$ cat config.mk
export PLATFORM = sky130hd
export DESIGN_NAME = requantize_exp_fetch
export DESIGN_NICKNAME = d
export VERILOG_FILES = /design/src/rtl/requantize_exp_fetch.sv
export SDC_FILE = /design/constraint.sdc
export NUM_CORES = 1
export LEC_CHECK = 0
export CAP_MARGIN = 15
export CORE_MARGIN = 2
export CORE_UTILIZATION = 51
export CTS_CLUSTER_DIAMETER = 120
export DETAILED_ROUTE_END_ITERATION = 10
export HOLD_SLACK_MARGIN = 0.03
export PLACE_DENSITY = 0.81
export SLEW_MARGIN = 20
export SYNTH_ARGS = -nofsm -noshare
export SYNTH_HDL_FRONTEND = slang
export SYNTH_SLANG_ARGS = --single-unit
$ cat constraint.sdc
create_clock -name clk -period 2.5 [get_ports clk]
set_input_delay 0.375 -clock clk [delete_from_list [all_inputs] [get_ports clk]]
set_output_delay 0.375 -clock clk [all_outputs]
set_load 0.03 [all_outputs]
$ cat src/rtl/requantize_exp_fetch.sv
// requantize_exp_fetch
// Read-side sequencer for the requantize exponent ROM. Requests are accepted
// on a valid/ready stream, turned into 1-cycle registered ROM reads, and the
// returned words are parked in a small in-order FIFO until the consumer takes
// them on a valid/ready output stream.
//
// Handshake semantics (both streams): a transfer happens on a rising clock
// edge where valid && ready are both high; a producer holding valid keeps its
// payload stable until that edge; ready never depends on the partner's valid.
//
// Credit scheme: a slot is reserved the moment a request is accepted, so the
// FIFO occupancy plus the one possible ROM read in flight can never exceed
// FIFO_DEPTH. exp_ready is computed from registered state (and reset) only,
// so there is no combinational out_ready -> exp_ready path.
module requantize_exp_fetch #(
    parameter int FIFO_DEPTH = 3,
    parameter int DATA_W     = 32,
    parameter int ADDR_W     = 9
) (
    input  logic              clk,
    input  logic              reset,
    input  logic              exp_valid,
    output logic              exp_ready,
    input  logic [ADDR_W-1:0] exponent,
    input  logic              exp_last,
    output logic              rom_en,
    output logic [ADDR_W-1:0] rom_addr,
    input  logic [DATA_W-1:0] rom_data,
    output logic              out_valid,
    input  logic              out_ready,
    output logic [DATA_W-1:0] out_data,
    output logic              out_last,
    output logic              busy
);

    localparam int PTR_W = (FIFO_DEPTH > 1) ? $clog2(FIFO_DEPTH) : 1;
    localparam int CNT_W = $clog2(FIFO_DEPTH + 1);
    localparam logic [PTR_W-1:0] PTR_LAST   = PTR_W'(FIFO_DEPTH - 1);
    localparam logic [CNT_W:0]   CREDIT_MAX = (CNT_W + 1)'(FIFO_DEPTH);
    localparam logic [CNT_W-1:0] CNT_FULL   = CNT_W'(FIFO_DEPTH);

    // FIFO entry layout: {last flag, ROM word}
    typedef logic [DATA_W:0] entry_t;

    logic             inflight_q, inflight_d;
    logic             last_q,     last_d;
    logic [CNT_W-1:0] count_q,    count_d;
    logic [PTR_W-1:0] rd_ptr_q,   rd_ptr_d;
    logic [PTR_W-1:0] wr_ptr_q,   wr_ptr_d;
    entry_t           mem_q [FIFO_DEPTH];
    entry_t           mem_d [FIFO_DEPTH];

    logic             accept;
    logic             push;
    logic             pop;
    logic [CNT_W:0]   credit_used;
    entry_t           head;

    // Explicit wrap so non-power-of-2 depths cycle correctly.
    function automatic logic [PTR_W-1:0] ptr_inc(input logic [PTR_W-1:0] p);
        return (p == PTR_LAST) ? '0 : p + PTR_W'(1);
    endfunction

    // Request side: credit check, accept, ROM read issue.
    always_comb begin
        credit_used = {1'b0, count_q} + {{CNT_W{1'b0}}, inflight_q};
        exp_ready   = !reset && (credit_used < CREDIT_MAX);
        accept      = exp_valid && exp_ready;
        rom_en      = accept;
        rom_addr    = exponent;
    end

    // Result side: FIFO head presented, zeros when empty.
    always_comb begin
        head      = mem_q[rd_ptr_q];
        out_valid = (count_q != '0);
        out_data  = out_valid ? head[DATA_W-1:0] : '0;
        out_last  = out_valid ? head[DATA_W] : 1'b0;
        busy      = inflight_q || (count_q != '0);
        push      = inflight_q;
        pop       = out_valid && out_ready;
    end

    // Next-state: ROM latency stage and FIFO bookkeeping.
    always_comb begin
        inflight_d = accept;
        last_d     = accept ? exp_last : last_q;
        count_d    = count_q;
        rd_ptr_d   = rd_ptr_q;
        wr_ptr_d   = wr_ptr_q;
        mem_d      = mem_q;

        if (push) begin
            mem_d[wr_ptr_q] = {last_q, rom_data};
            wr_ptr_d        = ptr_inc(wr_ptr_q);
        end
        if (pop) begin
            rd_ptr_d = ptr_inc(rd_ptr_q);
        end

        case ({push, pop})
            2'b10:   count_d = count_q + CNT_W'(1);
            2'b01:   count_d = count_q - CNT_W'(1);
            default: count_d = count_q;
        endcase
    end

    // State registers; reset drops any pending ROM response and empties the FIFO.
    always_ff @(posedge clk) begin
        if (reset) begin
            inflight_q <= 1'b0;
            last_q     <= 1'b0;
            count_q    <= '0;
            rd_ptr_q   <= '0;
            wr_ptr_q   <= '0;
            for (int i = 0; i < FIFO_DEPTH; i++) begin
                mem_q[i] <= '0;
            end
        end else begin
            inflight_q <= inflight_d;
            last_q     <= last_d;
            count_q    <= count_d;
            rd_ptr_q   <= rd_ptr_d;
            wr_ptr_q   <= wr_ptr_d;
            mem_q      <= mem_d;
        end
    end

    // The credit scheme makes a push into a full FIFO unreachable.
    a_no_overflow: assert property (@(posedge clk) disable iff (reset)
        !(push && (count_q == CNT_FULL) && !pop));

endmodule
==> out/qor_table.md, run 1 <==
| Item | Value |
| --- | --- |
| Crit-path most repeated cell | buf_4 |
| GR Layer Usage met1 | 28.9% |
| Hold Buf Count CTS | 0 |
| # H-tree levels | 3 |
| Number of buffers and inverters on the critical path | 2 |
| Instance count of the mapped netlist | 632 |
| Mapped Nets | 681 |
| Clock latency at the later pin of the worst-skew pair | 0.37 ns |
| Aggregate global routing overflow | 0 |
| Global-route wire length before repair | 18.2 mm |
| Worst setup slack before clock tree synthesis | 0.164 ns |
| Worst-path cell with the longest stage delay | dfxtp_4 |
| Count of warnings emitted by yosys | 0 |
| Number of global-route vias before repair | 4004 |
| Vias | 4270 |
| Area after detailed placement | 0.00543 sq mm |
| Nature of the critical path endpoint | output pin |
| Cell Pwr Density | 691 mW/mm^2 |
| Total length of routed wires | 11.3 mm |
| Router iterations before antenna repair | 4 |
| Setup repair after global routing missed its margin | no |
| Sequential element share of the synthesized area | 44.7% |
| Port Buffers | 73 |
| Critical Path Max Stage Delay | 0.57 ns |
| CTS tree | built |
| Startpoint of the tightest hold check path | reset |
| Count of cells along the worst hold path | 2 |
| Die Ht | 101 microns |
| Cell row count | 35 |
| Smallest hold slack | 0.333 ns |
| Crit-path max FO | 19 |
| Flop and latch count out of synthesis | 107 |
| Largest net degree at the start of global routing | 87 |
| Worst setup skew after layout | 0.0105 ns |
| Worst Reg-to-Reg Cells | 6 |
| Final core occ | 60.7% |
| Post-DP HPWL | 7.40 mm |
| Worst reg2reg startpoint | count_q[0] |
| Via-to-Cell Ratio | 5.38 |
| Instance count after placement with tap cells included | 780 |
| Worst EP required | 2.12 ns |
| Number of cells in the finished layout apart from fillers | 794 |
| Slew @ Worst Pin | 0.871 ns |
| IO Count | 92 |
| CP delay by family, top | flip-flops |
| Relative area change from synthesis to final layout | 16.4% |
| Path category of the worst min-delay check | in2reg |
| Global router's overall resource usage | 22.3% |
| Max-Slew Margin vs Limit | 42.0% |
| Cell depth of the worst setup path | 5 |
| Clk sink count | 107 |
| Largest buffer count on any clock path | 2 |
| IR drop worst, VDD | 0.382 mV |
| Setup TNS | 0 ns |
| Last weighted congestion value of the routability-driven placer | 0.763 |
| GRT met2 Usage | 37.5% |
| Final Setup Violations | 0 |
| Die area | 0.0102 sq mm |
| Achievable Freq | 0.438 GHz |
| Total power | 3.85 mW |
| Remaining DRCs | 0 |
| Met3 track demand over resource in global routing | 3.74% |
| Period Utilization, post-route | 91.4% |
| Mean routed wirelength per cell | 14.2 microns |
| Clock tree root buffer cell | clkbuf_8 |
| Critical path launch point type | register |
| Number of diodes added for antenna fixing | 0 |
| Number of library cell types mapped by synthesis | 27 |
| Pins Over Slew Limit | 0 |
| Detailed router's first-iteration violation count | 280 |
| Total clock buffers created by CTS | 9 |
| Number of nets at the end of the flow | 729 |
| Area of the mapped netlist | 0.00479 sq mm |
| Footprint of the multi-input gates | 0.00232 sq mm |
| Leakage power summed over all cells | 1.89 nW |
| Post-CTS Setup Bufs | 0 |
| Filler cell count | 836 |
| Final setup margin | 0.216 ns |
| Time the final worst path needs with I/O delays and setup | 2.28 ns |
| Data arrival time at the worst-slack endpoint | 1.91 ns |
| Antenna violations before repair | 0 |
| DIE WIDTH | 101 microns |
| Area occupied by registers | 0.00215 sq mm |
| Non-Filler Cell Area, Final | 0.00558 sq mm |
| Layout cells sized above 1 | 15.5% |
| Hold Vio Cnt, Final | 0 |
| Max-capacitance violation count | 0 |
| Clock transition at the register clock pins on the worst setup and hold paths after CTS | 0.09 ns |
| Post-Synthesis Mean Instance Area | 7.58 sq um |
| Outcome | finished clean |
| Beginning of the critical path | rd_ptr_q[0] |
| Core area | 0.00920 sq mm |
| Highest-utilization routing layer at the global route stage | met2 |
| Initial standard-cell utilization of the core | 52.1% |
| Kind of critical path | reg2out |
| Chain of cells forming the critical path | buf_4 -> mux2i_1 -> or2_2 -> a21oi_1 -> buf_4 |
| Number of nets still failing antenna checks after routing | 0 |
area by class of cell:
type,count,share of cell area [%]
clock inverter,4,0.538
multi-input combinational,465,41.6
tap,111,2.49
clock buffer,10,2.29
sequential,107,38.5
timing repair buffer,93,14.3
inverter,4,0.269
placed cells by master (no fill, tap or decap), types with 3 or more instances in the layout:
cell type          n
inv_1              4
mux2i_1           33
clkinvlp_4         4
or2_2             33
dfxtp_1          106
buf_4             53
clkbuf_8           9
ha_1               3
nor2_1             3
clkdlybuf4s50_1   37
nand2_1          234
a21oi_1          139
metal layers:
metal	share of wire, %	up-vias
met3	6.1	18
met1	44	1987
met2	48	128
li1	-	2137
met4	1.9	0
met5	0	-
worst register-to-register path: cells and delay by family, from the launching register on:
kind / cells / cell delay, ns
AND/OR/NAND/NOR: 1 / 0.35
AO/OA/AOI/OAI: 2 / 0.42
flip-flops: 1 / 0.32
buffers and inverters: 2 / 0.23
adder cells (fa/ha/maj): 1 / 0.32
flip-flops by register name, summed over array words and instances (netlist names):
signal	count
rd_ptr_q	2
wr_ptr_q	2
last_q	1
mem_q	99
count_q	2
inflight_q	1
logic make-up after synthesis:
group | count (synthesis) | share of synthesized area (%)
buffers and inverters | 60 | 7.02
AOI/OAI and AO/OA | 142 | 14.9
adders and majority gates | 3 | 0.783
DFF | 107 | 44.7
xor gates and xnor gates | 2 | 0.366
and+or+nand+nor | 285 | 25.3
muxes | 33 | 6.89
cells in the mapped netlist:
cell type | count | share of area, %
xor2_1 | 1 | 0.18
nor2b_1 | 1 | 0.13
mux2i_1 | 33 | 6.9
buf_1 | 1 | 0.078
dfxtp_1 | 107 | 45
a21oi_1 | 139 | 15
a41o_1 | 1 | 0.21
buf_6 | 6 | 1.4
and2_1 | 1 | 0.13
xnor2_1 | 1 | 0.18
or3b_1 | 2 | 0.37
clkbuf_1 | 16 | 1.3
ha_1 | 3 | 0.78
nand2_1 | 234 | 18
nor2_1 | 4 | 0.31
nor3b_4 | 1 | 0.39
buf_2 | 23 | 2.4
and3b_1 | 2 | 0.37
and3_1 | 2 | 0.26
o21ai_0 | 1 | 0.10
buf_4 | 10 | 1.6
o21ai_1 | 1 | 0.10
nand3b_1 | 2 | 0.31
inv_1 | 4 | 0.31
or2_2 | 33 | 4.3
or3_1 | 2 | 0.26
nand2b_1 | 1 | 0.13
power breakdown:
group / internal (mW) / total [mW] / leakage, nW / switching, mW
registers: 1.79 / 1.88 / 0.868 / 0.0964
clock network: 0.352 / 0.920 / 0.0665 / 0.569
logic: 0.420 / 1.05 / 0.959 / 0.628
total: 2.56 / 3.85 / 1.89 / 1.29
path summary, 6_finish.rpt:
| kind | slack [ns] | end |
|---|---|---|
| max reg2reg | 0.78 | count_q[1] |
| min | 0.33 | mem_q[3] |
| max | 0.22 | out_data[9] |
| min reg2reg | 0.46 | mem_q[90] |
timing repair:
| action | 4_1_cts | 5_1_grt |
|---|---|---|
| resized for setup | 2 | 5 |
| hold endpoints to repair | 0 | 0 |
| setup endpoints to repair | 2 | 17 |
No activity file was read; power rests on OpenSTA's default activity.
==> inputs of run 2 (changes only) <==
--- a/config.mk
+++ b/config.mk
@@ -5,11 +5,12 @@
 export SDC_FILE = /design/constraint.sdc
 export NUM_CORES = 1
 export LEC_CHECK = 0
-export CAP_MARGIN = 15
+export CAP_MARGIN = 20
 export CORE_MARGIN = 2
 export CORE_UTILIZATION = 51
 export CTS_CLUSTER_DIAMETER = 120
 export DETAILED_ROUTE_END_ITERATION = 10
+export GPL_TIMING_DRIVEN = 0
 export HOLD_SLACK_MARGIN = 0.03
 export PLACE_DENSITY = 0.81
 export SLEW_MARGIN = 20
==> run 2 against run 1 <==
  * Register-to-register slack better by 0.03 ns
  * Sequential power about the same
  * Combinational power is 12% higher
  * Design area up 3.8%
  * Non-clock buffer count rose by 44
  * Clock skew down 0.0036 ns
==> out/qor_table.md, run 2 (synthesis results as in run 1) <==
| Item | Value | vs previous |
| --- | --- | --- |
| Outcome | finished clean |  |
| Detailed router's first-iteration violation count | 325 | +16% |
| Worst-path cell with the longest stage delay | dfxtp_1 |  |
| Number of buffers and inverters on the critical path | 1 | -1 |
| Number of diodes added for antenna fixing | 0 | unchanged |
| Most common cell after layout, fill and taps aside | nand2_1 |  |
| Antenna violations before repair | 0 | unchanged |
| Number of nets at the end of the flow | 773 | +6.0% |
| Count of cells along the worst hold path | 3 | +1 |
| Global-route wire length before repair | 20.7 mm | +13% |
| Hold Vio Cnt, Final | 0 | unchanged |
| Clock transition at the register clock pins on the worst setup and hold paths after CTS | 0.10 ns | about the same |
| Crit-path most repeated cell | ha_1 |  |
| Max-capacitance violation count | 0 | unchanged |
| Clk sink count | 107 | unchanged |
| Achievable Freq | 0.416 GHz | -5.0% |
| Most used cells in the layout excluding fill and tap cells | 234 x nand2_1, 138 x a21oi_1, 105 x dfxtp_1 |  |
| Worst EP required | 2.12 ns | about the same |
| Mean routed wirelength per cell | 15.3 microns | +7.8% |
| Final Setup Violations | 0 | unchanged |
| Worst reg2reg startpoint | count_q[1] |  |
| Clock latency at the later pin of the worst-skew pair | 0.37 ns | about the same |
| Max-Slew Margin vs Limit | 59.3% | +17 points |
| Pins Over Slew Limit | 0 | unchanged |
| Leakage power summed over all cells | 2.05 nW | +8.4% |
| Clock tree root buffer cell | clkbuf_8 |  |
| Hold Buf Count CTS | 0 | unchanged |
| Post-DP HPWL | 8.99 mm | +21% |
| Number of flip-flops in the largest register | 99 | unchanged |
| Nature of the critical path endpoint | output pin |  |
| IR drop worst, VDD | 0.313 mV | -18% |
| Total length of routed wires | 12.8 mm | +14% |
| Critical Path Max Stage Delay | 0.39 ns | -0.18 ns |
| Largest buffer count on any clock path | 2 | unchanged |
| Startpoint of the tightest hold check path | reset |  |
| Number of global-route vias before repair | 4346 | +8.5% |
| Critical path launch point type | register |  |
| Core area | 0.00920 sq mm | unchanged |
| Via-to-Cell Ratio | 5.47 | +1.7% |
| Initial standard-cell utilization of the core | 52.1% | unchanged |
| Flop2flop setup slack | 0.81 ns | +0.03 ns |
| DIE WIDTH | 101 microns | unchanged |
| Path category of the worst min-delay check | in2reg |  |
| Terminating pin of the worst hold path | inflight_q |  |
| Period Utilization, post-route | 96.2% | +4.8 points |
| IO Count | 92 | unchanged |
| Cell row count | 35 | unchanged |
| Time the final worst path needs with I/O delays and setup | 2.40 ns | +0.120 ns |
| Vias | 4592 | +7.5% |
| CP delay by family, top | adder cells |  |
| Total clock buffers created by CTS | 9 | unchanged |
| Aggregate global routing overflow | 0 | unchanged |
| Relative area change from synthesis to final layout | 20.9% |  |
| Largest Register | mem_q |  |
| Global router's overall resource usage | 25.8% | +3.5 points |
| Layout cells sized above 1 | 17.0% | +1.5 points |
| Cell Pwr Density | 690 mW/mm^2 | about the same |
| Kind of critical path | reg2out |  |
| Port Buffers | 81 | +11% |
| CTS tree | built |  |
| Largest net degree at the start of global routing | 18 | -79% |
| Die area | 0.0102 sq mm | unchanged |
| Slew @ Worst Pin | 0.610 ns | -0.260 ns |
| Worst setup skew after layout | 0.00689 ns | -0.00360 ns |
| Chain of cells forming the critical path | ha_1 -> ha_1 -> a21oi_2 -> and2_1 -> clkdlybuf4s15_1 |  |
| Last weighted congestion value of the routability-driven placer | 0.833 | +9.2% |
| Remaining DRCs | 0 | unchanged |
| Router iterations before antenna repair | 5 | +1 |
| Data arrival time at the worst-slack endpoint | 2.03 ns | +0.12 ns |
| Crit-path max FO | 8 | -11 |
| Post-CTS Setup Bufs | 0 | unchanged |
| Final core occ | 63.0% | +2.3 points |
| Critical register-to-register path endpoint | count_q[1] |  |
| Die Ht | 101 microns | unchanged |
| Worst Reg-to-Reg Cells | 6 | unchanged |
| Smallest hold slack | 0.432 ns | +0.0994 ns |
| # H-tree levels | 3 | unchanged |
| Number of nets still failing antenna checks after routing | 0 | unchanged |
run 2: worst max-delay path by stage:
| stage | start | endpoint | slack (ns) | depth (start not counted) |
|---|---|---|---|---|
| 2_1_floorplan | rd_ptr_q[0] | out_data[0] | 0.66 | 5 |
| 5_1_grt | inflight_q | exp_ready | -0.02 | 5 |
| 6_report | inflight_q | exp_ready | 0.1 | 5 |
| 3_3_place_gp | count_q[0] | out_data[8] | 0.03 | 4 |
| 3_5_place_dp | rd_ptr_q[1] | out_data[12] | 0.02 | 6 |
| 4_1_cts | count_q[0] | exp_ready | -0.02 | 5 |
run 2: cell type report:
type	count	area, sq um
Sequential cell	107	2140
Clock buffer	11	131
Multi-Input combinational cell	465	2320
Inverter	4	15.0
Clock inverter	5	40.0
Fill cell	833	3400
Buffer	56	327
Tap cell	111	139
Timing Repair Buffer	81	672
run 2: routing by layer:
layer / wire length (microns) / part of all wire (%) / vias to the layer above / track usage [%]
met2: 6340 / 49 / 165 / 43.6
met3: 797 / 6.2 / 24 / 4.23
li1: - / - / 2223 / -
met5: 0 / 0 / - / 0
met4: 289 / 2.3 / 0 / 9.04
met1: 5410 / 42 / 2180 / 33.3
run 2: worst min-delay path: stages:
cell    delay, ns
buf_2        0.15
inv_1        0.10
and3_1       0.15
run 2: timing repair:
| item | in CTS | in global routing |
|---|---|---|
| gates resized for setup | 43 | 64 |
| setup endpoints to repair | 37 | 35 |
| pin swaps | 0 | 0 |
run 2: per-stage QoR:
step	instance area, sq um	cells	TNS (ns)	worst slack (ns)	power, mW
6_report	5790	840	0	0.0962	4.00
5_1_grt	5790	840	-0.0169	-0.0169	4.17
2_1_floorplan	4790	632	0	0.662	2.63
4_1_cts	5890	840	-0.0240	-0.0240	3.99
3_5_place_dp	5740	824	0	0.0178	3.05
3_3_place_gp	5740	824	0	0.0296	3.03
run 2: power breakdown:
group / total (mW) / switching, mW / internal, mW
clock: 0.965 / 0.598 / 0.367
combinational: 1.18 / 0.732 / 0.444
sequential: 1.86 / 0.0696 / 1.79
